===== src/rtl/dcf77_pkg.sv =====
// Shared constants, frame type and frame-content check for the DCF77 Wishbone slave.
package dcf77_pkg;

    localparam logic [11:0] T0_MIN  = 12'd40;
    localparam logic [11:0] T1_MIN  = 12'd140;
    localparam logic [11:0] T_MAX   = 12'd250;
    localparam logic [11:0] T_MARK  = 12'd1500;
    localparam logic [11:0] T_LOST  = 12'd2500;
    localparam logic [11:0] CNT_SAT = 12'd4095;

    localparam logic [5:0] FRAME_LEN = 6'd59;
    localparam logic [3:0] NENTRY    = 4'd9;

    localparam int unsigned ST_VALID = 7;
    localparam int unsigned ST_ERR   = 6;
    localparam int unsigned ST_NOSIG = 5;

    typedef logic [58:0] dcf_frame_t;

    // Fixed marker bits plus even parity over minutes, hours and date fields
    function automatic logic frame_fields_ok(input dcf_frame_t f);
        return (f[0] == 1'b0) && (f[20] == 1'b1) &&
               ((^f[28:21]) == 1'b0) && ((^f[35:29]) == 1'b0) && ((^f[58:36]) == 1'b0);
    endfunction

endpackage


===== src/rtl/if_wishbone.sv =====
// Minimal Wishbone bundle shared between the bus master and this slave.
interface if_wishbone;
    import dcf77_pkg::*;

    logic [1:0] addr;
    logic [7:0] data_m;
    logic [7:0] data_s;
    logic       we;
    logic       cyc;
    logic       stb;
    logic       ack;

    modport master (output addr, data_m, we, cyc, stb, input data_s, ack);
    modport slave  (input addr, data_m, we, cyc, stb, output data_s, ack);

endinterface


===== src/rtl/dcf77_pulse_classifier.sv =====
// Synchronizes the receiver output, measures high/low widths in ms and
// turns edges into single-cycle bit, marker and pulse-error strobes.
module dcf77_pulse_classifier
    import dcf77_pkg::*;
#(
    parameter int unsigned CLK_HZ = 10_000_000
) (
    input  logic clk,
    input  logic rst,
    input  logic i_dcf,
    output logic o_bit_stb,
    output logic o_bit_val,
    output logic o_mark_stb,
    output logic o_perr_stb,
    output logic o_nosig
);

    localparam int unsigned PRESC = (CLK_HZ / 1000 > 0) ? CLK_HZ / 1000 : 1;
    localparam int unsigned PW    = (PRESC > 1) ? $clog2(PRESC) : 1;

    logic [1:0]    r_sync;
    logic          r_prev;
    logic [PW-1:0] r_presc;
    logic [11:0]   r_cnt_hi;
    logic [11:0]   r_cnt_lo;
    logic          r_nosig;
    logic          r_bit_stb, r_bit_val, r_mark_stb, r_perr_stb;

    logic w_high, w_rise, w_fall, w_tick;
    logic w_bit_stb, w_bit_val, w_perr;

    assign w_high = r_sync[1];
    assign w_rise = w_high & ~r_prev;
    assign w_fall = ~w_high & r_prev;
    assign w_tick = (r_presc == PW'(PRESC - 1));

    // Two-flop synchronizer plus edge-detect history
    always_ff @(posedge clk) begin
        if (rst) begin
            r_sync <= 2'b00;
            r_prev <= 1'b0;
        end else begin
            r_sync <= {r_sync[0], i_dcf};
            r_prev <= r_sync[1];
        end
    end

    // 1 ms prescaler
    always_ff @(posedge clk) begin
        if (rst || w_tick) r_presc <= '0;
        else               r_presc <= r_presc + PW'(1);
    end

    // Saturating width counters, restarted on the edge that opens each phase
    always_ff @(posedge clk) begin
        if (rst) begin
            r_cnt_hi <= 12'd0;
            r_cnt_lo <= 12'd0;
        end else begin
            if (w_rise)                                         r_cnt_hi <= 12'd0;
            else if (w_high && w_tick && r_cnt_hi != CNT_SAT)   r_cnt_hi <= r_cnt_hi + 12'd1;
            if (w_fall)                                         r_cnt_lo <= 12'd0;
            else if (!w_high && w_tick && r_cnt_lo != CNT_SAT)  r_cnt_lo <= r_cnt_lo + 12'd1;
        end
    end

    // Counters still hold the previous phase on the edge cycle, hence the edge exclusions
    always_comb begin
        w_bit_stb = 1'b0;
        w_bit_val = 1'b0;
        w_perr    = 1'b0;
        if (w_fall && (r_cnt_hi < T_MAX)) begin
            if (r_cnt_hi < T0_MIN) begin
                w_perr = 1'b1;
            end else if (r_cnt_hi < T1_MIN) begin
                w_bit_stb = 1'b1;
            end else begin
                w_bit_stb = 1'b1;
                w_bit_val = 1'b1;
            end
        end else if (w_high && !w_rise && w_tick && (r_cnt_hi == T_MAX - 12'd1)) begin
            w_perr = 1'b1;
        end else begin
            w_perr = 1'b0;
        end
    end

    // Registered strobes and the loss-of-signal level
    always_ff @(posedge clk) begin
        if (rst) begin
            r_bit_stb  <= 1'b0;
            r_bit_val  <= 1'b0;
            r_mark_stb <= 1'b0;
            r_perr_stb <= 1'b0;
            r_nosig    <= 1'b0;
        end else begin
            r_bit_stb  <= w_bit_stb;
            r_bit_val  <= w_bit_val;
            r_mark_stb <= w_rise && (r_cnt_lo >= T_MARK);
            r_perr_stb <= w_perr;
            if (w_rise)                                     r_nosig <= 1'b0;
            else if (!w_high && !w_fall && r_cnt_lo >= T_LOST) r_nosig <= 1'b1;
        end
    end

    assign o_bit_stb  = r_bit_stb;
    assign o_bit_val  = r_bit_val;
    assign o_mark_stb = r_mark_stb;
    assign o_perr_stb = r_perr_stb;
    assign o_nosig    = r_nosig;

endmodule


===== src/rtl/wb_dcf77_slave.sv =====
// Wishbone slave assembling DCF77 minute frames and serving status plus an
// 8-byte shadow copy of the last good frame through a single auto-incrementing address.
module wb_dcf77_slave
    import dcf77_pkg::*;
#(
    parameter int unsigned CLK_HZ = 10_000_000,
    parameter logic [1:0]  ADDR   = 2'h1
) (
    input  logic       clk,
    input  logic       rst,
    input  logic       dcf_in,
    if_wishbone.slave  wb
);

    logic w_bit_stb, w_bit_val, w_mark_stb, w_perr_stb, w_nosig;

    dcf77_pulse_classifier #(.CLK_HZ(CLK_HZ)) u_cls (
        .clk        (clk),
        .rst        (rst),
        .i_dcf      (dcf_in),
        .o_bit_stb  (w_bit_stb),
        .o_bit_val  (w_bit_val),
        .o_mark_stb (w_mark_stb),
        .o_perr_stb (w_perr_stb),
        .o_nosig    (w_nosig)
    );

    dcf_frame_t r_frame, r_hold, r_shadow;
    logic [5:0] r_bitcnt;
    logic       r_ovf, r_perr, r_armed;
    logic       r_valid, r_err, r_ack;
    logic [7:0] r_data;
    logic [3:0] r_rdptr;

    logic        w_good, w_frame_ok, w_frame_bad;
    logic        w_req, w_rd, w_wr;
    logic [7:0]  w_status, w_rdata;
    logic [63:0] w_shadow64;
    logic [2:0]  w_idx;
    logic        w_unused;

    assign w_good      = (r_bitcnt == FRAME_LEN) && !r_ovf && !r_perr && frame_fields_ok(r_frame);
    assign w_frame_ok  = w_mark_stb && r_armed && w_good;
    assign w_frame_bad = w_mark_stb && r_armed && !w_good;

    // The first marker after reset only aligns the decoder; no frame is judged
    always_ff @(posedge clk) begin
        if (rst) begin
            r_frame  <= '0;
            r_hold   <= '0;
            r_bitcnt <= 6'd0;
            r_ovf    <= 1'b0;
            r_perr   <= 1'b0;
            r_armed  <= 1'b0;
        end else if (w_mark_stb) begin
            if (w_frame_ok) r_hold <= r_frame;
            r_bitcnt <= 6'd0;
            r_ovf    <= 1'b0;
            r_perr   <= 1'b0;
            r_armed  <= 1'b1;
        end else begin
            if (w_bit_stb && r_armed) begin
                if (r_bitcnt == FRAME_LEN) begin
                    r_ovf <= 1'b1;
                end else begin
                    r_frame[r_bitcnt] <= w_bit_val;
                    r_bitcnt          <= r_bitcnt + 6'd1;
                end
            end
            if (w_perr_stb) r_perr <= 1'b1;
        end
    end

    assign w_req      = wb.cyc && wb.stb && (wb.addr == ADDR) && !r_ack;
    assign w_rd       = w_req && !wb.we;
    assign w_wr       = w_req && wb.we;
    assign w_shadow64 = {5'b00000, r_shadow};
    assign w_idx      = 3'(r_rdptr - 4'd1);
    assign w_unused   = ^{wb.data_m[7], wb.data_m[5:0]};

    // Read mux: entry 0 is status, entries 1..8 walk the shadow LSB first
    always_comb begin
        w_status           = 8'h00;
        w_status[ST_VALID] = r_valid;
        w_status[ST_ERR]   = r_err;
        w_status[ST_NOSIG] = w_nosig;
        if (r_rdptr == 4'd0) w_rdata = w_status;
        else                 w_rdata = w_shadow64[{w_idx, 3'b000} +: 8];
    end

    // Bus response, read pointer and tear-free shadow snapshot
    always_ff @(posedge clk) begin
        if (rst) begin
            r_ack    <= 1'b0;
            r_data   <= 8'h00;
            r_rdptr  <= 4'd0;
            r_shadow <= '0;
        end else begin
            r_ack  <= w_req;
            r_data <= w_rd ? w_rdata : 8'h00;
            if (w_rd) begin
                r_rdptr <= (r_rdptr == NENTRY - 4'd1) ? 4'd0 : r_rdptr + 4'd1;
                if (r_rdptr == 4'd0) r_shadow <= r_hold;
            end else if (w_wr) begin
                r_rdptr <= 4'd0;
            end
        end
    end

    // Frame outcome flags; a same-cycle set beats a bus clear
    always_ff @(posedge clk) begin
        if (rst) begin
            r_valid <= 1'b0;
            r_err   <= 1'b0;
        end else begin
            if (w_frame_ok)                          r_valid <= 1'b1;
            else if (w_rd && r_rdptr == 4'd0)        r_valid <= 1'b0;
            if (w_frame_bad)                         r_err <= 1'b1;
            else if (w_wr && wb.data_m[ST_ERR])      r_err <= 1'b0;
        end
    end

    assign wb.ack    = r_ack;
    assign wb.data_s = r_data;

endmodule


===== src/flat_wrapper.sv =====
// flat-port wrapper written by rule: the top's interface ports become plain ports
module wb_dcf77_slave_flat import dcf77_pkg::*;
#(
    parameter int unsigned CLK_HZ = 10_000_000,
    parameter logic [1:0]  ADDR   = 2'h1
)
  (clk, rst, dcf_in, wb_addr, wb_data_m, wb_we, wb_cyc, wb_stb, wb_data_s, wb_ack);
  if_wishbone wb_i ();
  input  logic clk;
  input  logic rst;
  input  logic dcf_in;
  input wire logic [$bits(wb_i.addr)-1:0] wb_addr;
  input wire logic [$bits(wb_i.data_m)-1:0] wb_data_m;
  input wire logic [$bits(wb_i.we)-1:0] wb_we;
  input wire logic [$bits(wb_i.cyc)-1:0] wb_cyc;
  input wire logic [$bits(wb_i.stb)-1:0] wb_stb;
  output wire logic [$bits(wb_i.data_s)-1:0] wb_data_s;
  output wire logic [$bits(wb_i.ack)-1:0] wb_ack;
  assign wb_i.addr = wb_addr;
  assign wb_i.data_m = wb_data_m;
  assign wb_i.we = wb_we;
  assign wb_i.cyc = wb_cyc;
  assign wb_i.stb = wb_stb;
  assign wb_data_s = wb_i.data_s;
  assign wb_ack = wb_i.ack;
  wb_dcf77_slave #(.CLK_HZ(CLK_HZ), .ADDR(ADDR)) u_core (.clk(clk), .rst(rst), .dcf_in(dcf_in), .wb(wb_i));
endmodule

===== config.mk =====
export PLATFORM = sky130hd
export DESIGN_NAME = wb_dcf77_slave_flat
export DESIGN_NICKNAME = d
export VERILOG_FILES = /design/src/rtl/dcf77_pkg.sv /design/src/rtl/if_wishbone.sv /design/src/rtl/dcf77_pulse_classifier.sv /design/src/rtl/wb_dcf77_slave.sv /design/src/flat_wrapper.sv
export SDC_FILE = /design/constraint.sdc
export NUM_CORES = 1
export LEC_CHECK = 0
export CAP_MARGIN = 20
export CORE_AREA = 5 5 169 171
export DETAILED_ROUTE_END_ITERATION = 10
export DIE_AREA = 0 0 174 176
export DONT_BUFFER_PORTS = 1
export GPL_TIMING_DRIVEN = 0
export PLACE_DENSITY = 0.55
export SLEW_MARGIN = 15
export SYNTH_ARGS = -nofsm -noshare
export SYNTH_HDL_FRONTEND = slang
export SYNTH_SLANG_ARGS = --single-unit

===== constraint.sdc =====
create_clock -name clk -period 3.03 [get_ports clk]
set_clock_uncertainty 0.2 [all_clocks]
set_input_delay 0.1515 -clock clk [delete_from_list [all_inputs] [get_ports clk]]
set_output_delay 0.1515 -clock clk [all_outputs]
set_load 0.05 [all_outputs]

======== Yosys cells after proc, flatten, opt, wreduce, memory -nomap -nowiden ========
Cells that the tools add are included.
word-level totals
  register bits ........................... 247
  bits of input ports ..................... 16
  output and inout bits ................... 9
  logic and storage cells ................. 130
operators by class
  $add $sub $neg .......................... 6
  order comparisons ....................... 7
  equality and inequality tests ........... 7
  shift operators ......................... 1
  mux-type cells .......................... 16
  bitwise logic cells ..................... 12
  reductions and logical operators ........ 58
operators by type and width
  kind                   number
  $shiftx 64x7->8        1
  $bwmux 59              1
  $logic_and 1x1->1      30
  $add 12x1->12 const B  2
  $lt 12x8->1 const B    2
  $ne 12x12->1 const B   2
  $reduce_xor 23->1      1
  $add 14x1->14 const B  1
  $eq 14x14->1 const B   1
  $eq 12x8->1 const B    1
  $ge 12x11->1 const B   1
  $ge 12x12->1 const B   1
  $lt 12x6->1 const B    1
  $mux 4                 3
  $mux 1                 10
  $not 1->1              10
  $reduce_or 2->1        5
  $logic_not 1->1        8
  $mux 8                 1
  $reduce_and 2->1       4
  $reduce_xor 8->1       1
  $lt 6x7->1 const B     1
  $reduce_xor 7->1       1
  $add 6x1->6 const B    1
  13 further kinds       17

======== Depth between registers and ports, before layout ========
  depth in word-level cells ............... 9
  gate-level depth with buffers ........... 13
  depth with buffers taken out ............ 8

======== By module ========
Synthesis repeated with hierarchy kept, for this count alone.
unflattened totals
  cells, all modules ...................... 1309
  area total of the unflattened synthesis .. 11134.4 µm²
modules (own cells, without submodules)
  module                  instances  cells each  area each (µm²)  sequential area each (µm²)
  wb_dcf77_slave          1          1033        8812.2           4023.9
  dcf77_pulse_classifier  1          276         2322.2           920.9

======== Worst setup path after synthesis ========
OpenSTA, ideal clock, no wires.
  path kind ............................... reg2reg
  start ................................... reg u_core.r_rdptr[0]
  end ..................................... reg u_core.r_data[3] (netlist: u_core.wb.data_s[3])
  setup time .............................. 142 ps
  data arrival time ....................... 2590 ps
  data required time ...................... 2688 ps
  setup slack ............................. 98 ps
  cell stages (with the launch flop) ...... 10
  path buffers ............................ 4
  clock period less this slack ............ 2932 ps
  cells stage by stage .................... dfxtp_1 clkbuf_1 buf_2 inv_1 ha_1 clkbuf_1 buf_1 mux4_2 nor2_1 a211oi_1
between the ends
  word-level cells in the longest chain between the ends .. 2
  elaborated cells on any way between the ends .. 4
  those cells by class .................... add/sub: 1; shift: 1; reduce/logical: 2
RTL lines
  what                                                       line                                        text
  start, declared                                            wb_dcf77_slave.sv:33                        logic [3:0] r_rdptr;
  start signal, assigned                                     wb_dcf77_slave.sv:102                       r_rdptr <= (r_rdptr == NENTRY - 4'd1) ? 4'd0 : r_rdptr + 4'd1;
  $sub 3x1->3 / $logic_not 4->1 (equally long branches)      wb_dcf77_slave.sv:78, wb_dcf77_slave.sv:87
  $shiftx 64x7->8 / $reduce_or 3->1 (equally long branches)  n/a
  end signal, assigned                                       wb_dcf77_slave.sv:100                       r_data <= w_rd ? w_rdata : 8'h00;
  end, declared                                              wb_dcf77_slave.sv:32                        logic [7:0] r_data;
Several ways; a longest one is shown, not always the timed one.
A chain may end at the register's enable or synchronous reset.

======== Worst setup path after layout ========
  start ................................... reg u_core.r_rdptr[0]
  end ..................................... reg u_core.r_shadow[21]
between the ends
  word-level cells in the longest chain between the ends .. 2
RTL lines
  what                        line                   text
  $logic_not 4->1             wb_dcf77_slave.sv:103  if (r_rdptr == 4'd0) r_shadow <= r_hold;
  $reduce_and 2->1 (no line)  n/a
  end signal, assigned        wb_dcf77_slave.sv:103
  end, declared               wb_dcf77_slave.sv:28   dcf_frame_t r_frame, r_hold, r_shadow;
Every way passes these cells.

==> flow_metrics.tcl <==
set metrics [dict create \
    ant_nets 0 \
    met2_usage_pct 28.0 \
    fillers 2669 \
    hold_path_class "in -> reg" \
    synth_top_area_share_pct 46.7 \
    netlist_area_um2 10600 \
    path_clk_slew_ns 0.06 \
    pin_count 25 \
    drtIter0Drc 600 \
    cp_max_fo 10 \
    status "completed" \
    postSynth.asyncResetShare_pct 0 \
    yosys_warnings 0 \
    chipHeight_um 176 \
    syn_avg_cell_area_um2 8.38 \
    via_count 8754 \
    irDropWorstVdd_mv 0.362 \
    die_w_um 174 \
    crit_arrival_ns 3.09 \
    place_ws_ns -0.712 \
    cts_tree "built" \
    firstDrtPassIters 5 \
    wirelength_um 28100 \
    max-clock-path-buffers 3 \
    grt_overflow_total 0 \
    synth.ff_latch_count 247 \
    fin_crit_sh_pct 93.4 \
    regToRegSetupSlack_ns 0.20 \
    critPathLaunchType "flop" \
    finalSetupViolations 0 \
    ys.flop_type "dfxtp_1" \
    synth_cell_types 53 \
    worstPathRequired_ns 3.29 \
    synth_common_cells "dfxtp_1, nand2_1, a21oi_1, nor2_1, clkbuf_1" \
    clkLatencyLatePin_ns 0.53 \
    place_congestion 0.858 \
    rows 60 \
    grt_use_met3_pct 2.48 \
    drv_cap 0 \
    grt_usage_pct 17.9 \
    hold_slack_ns 0.108 \
    hp-start "dcf_in" \
    drive_gt1_share_pct 6.99 \
    synth_cells 1263 \
    slew_violations 0 \
    hold_viol_final 0 \
    htreeDepth 1 \
    syn_nets 1288 \
    clock-sinks 247 \
    worstSetupPathType "reg -> reg" \
    rsz0062_at_grt "true" \
    synth-edff-count 0 \
    start_util_pct 39.6 \
    numCtsBuffers 27 \
    r2r_end "u_core.r_shadow[21]" \
    clockRootBuffer "clkbuf_16" \
    hold_path_depth 2 \
    dieArea_um2 30600 \
    reg2reg_depth 11 \
    grt_pass1_vias 8059 \
    synthMostInstantiatedCell "dfxtp_1" \
    grt_use_met1_pct 26.1 \
    multi_input_area_um2 5220 \
    leakage_nw 3.99 \
    antenna_found_initial 0 \
    areaGrowthSynthToFinish_pct 13.6 \
    postCtsSetupRepairBufs 0 \
    port_buffers 0 \
    r2r_start "u_core.r_rdptr[0]" \
    endpoint_kind "flop" \
    hold_end "u_core.u_cls.r_sync[0]" \
    fin_nets 1323 \
    setup_ws_ns 0.199 \
    slew_headroom_pct 26.0 \
    drcViolationCount 0 \
    regArea_um2 4950 \
    dpl.hpwl_um 20800 \
    worstMarginPinSlew_ns 1.11 \
    fmax_mhz 353 \
    ys_seq_area_share_pct 46.7 \
    diodes 0 \
    synth.area.top_cells "dfxtp_1, a21oi_1, nand2_1" \
    wire_per_inst_um 16.9 \
    p_per_area_nw_per_um2 558 \
    finalCriticalPeriod_ns 2.83 \
    routed_via_density 5.28 \
    grt-busiest-layer "met2" \
    grt_pass1_wl_um 44700 \
    core_um2 26700 \
    grt_max_degree 14 \
    yosysTopAreaCell "dfxtp_1" \
]
## cells by family (layout without fill, tap and decap cells)
kind of cell,count (synthesis),count (layout),synth area share (%)
DFF,247,247,46.7
xor gates and xnor gates,71,71,6.23
and+or+nand+nor,503,503,22.7
muxes,43,43,5.37
adders and majority gates,9,9,1.06
AOI/OAI and AO/OA,283,283,13.9
buffers and inverters,107,161,4.04
## per-layer routing
metal  wire, µm  share of wire [%]
met3       1200                4.3
met2      12400                 44
met5          0                  0
met1      13900                 49
met4        621                2.2
## final cells by class
type                    instances  area share (%)
clock inverters                 6           0.926
plain buffers                  94            3.33
clock buffers                  42            6.59
multi-input cells             909            43.4
well taps                     341            3.55
flip-flops and latches        247            41.1
repair buffers                  8           0.666
inverters                      11           0.375
## power breakdown
part           internal, mW  total [mW]  switching, mW
clock                  2.04        3.33           1.29
sequential             3.25        3.26        0.00499
combinational        0.0294       0.122         0.0929
## worst max path at each step
| stage | slack [ns] | end | depth (start not counted) | startpoint |
|---|---|---|---|---|
| 2_1_floorplan | 0.1 | u_core.wb.data_s[3] | 9 | u_core.r_rdptr[0] |
| 3_5_place_dp | -0.71 | u_core.wb.data_s[3] | 10 | u_core.r_rdptr[0] |
| 4_1_cts | 0.07 | u_core.r_shadow[58] | 11 | u_core.r_rdptr[0] |
| 6_report | 0.20 | u_core.r_shadow[21] | 11 | u_core.r_rdptr[0] |
| 3_3_place_gp | -0.72 | u_core.wb.data_s[3] | 10 | u_core.r_rdptr[0] |
| 5_1_grt | -0.02 | u_core.r_shadow[21] | 11 | u_core.r_rdptr[0] |
## per-stage QoR
stage               utilization [%]  cells  power (mW)  TNS [ns]  instance area [µm²]
floorplan                         -   1263        3.40         0                10600
global placement               41.2   1604        3.44    -25.41                11000
detailed placement             41.2   1604        3.44    -24.07                11000
CTS                            44.9   1658        6.80         0                12000
global route                   45.0   1658        6.95    -0.144                12000
finish                         45.0   1658        6.71         0                12000
## state kept, by name, indices dropped and copies added, names as in the netlist, 2 cells and up
register and cells:
u_core.u_cls.r_cnt_lo 12, u_core.u_cls.r_sync 2, u_core.r_shadow 59, u_core.r_bitcnt 6, u_core.u_cls.r_presc 14, u_core.wb.data_s 8
u_core.r_frame 59, u_core.r_rdptr 4, u_core.u_cls.r_cnt_hi 12, u_core.r_hold 59
## cells in the final DEF, fill, tap and decap left out, drive strengths merged, types with 7 or more instances in the layout
cell,synthesis,routed
or3,10,10
nor3,19,19
xor2,27,27
mux2i,32,32
xnor2,42,42
a21oi,174,174
and3,14,14
buf,15,17
clkbuf,81,119
nor2,112,112
nand3,47,47
dfxtp,247,247
nand4,69,69
dlygate4sd3,0,8
nor2b,7,7
nor4,7,7
ha,9,9
inv,11,11
o21ai,92,92
mux4,11,11
nand2,186,186
a211oi,7,7
## worst max-delay path, stage by stage (launching register included)
cell        delay [ns]
dfxtp_1           0.35
clkbuf_4          0.23
buf_6             0.20
clkinvlp_4        0.17
ha_1              0.24
nor2b_1           0.15
nor2b_1           0.13
clkbuf_2          0.17
nand2_1           0.26
clkbuf_1          0.38
nand2_1           0.11
a21oi_1           0.15
## timing repair
item	CTS	global route
endpoints found under the hold margin	23	0
pin swaps	0	0
setup endpoints to repair	69	63
resized for setup	8	16
hold buffers	8	0
No activity file was read; power rests on OpenSTA's default activity.
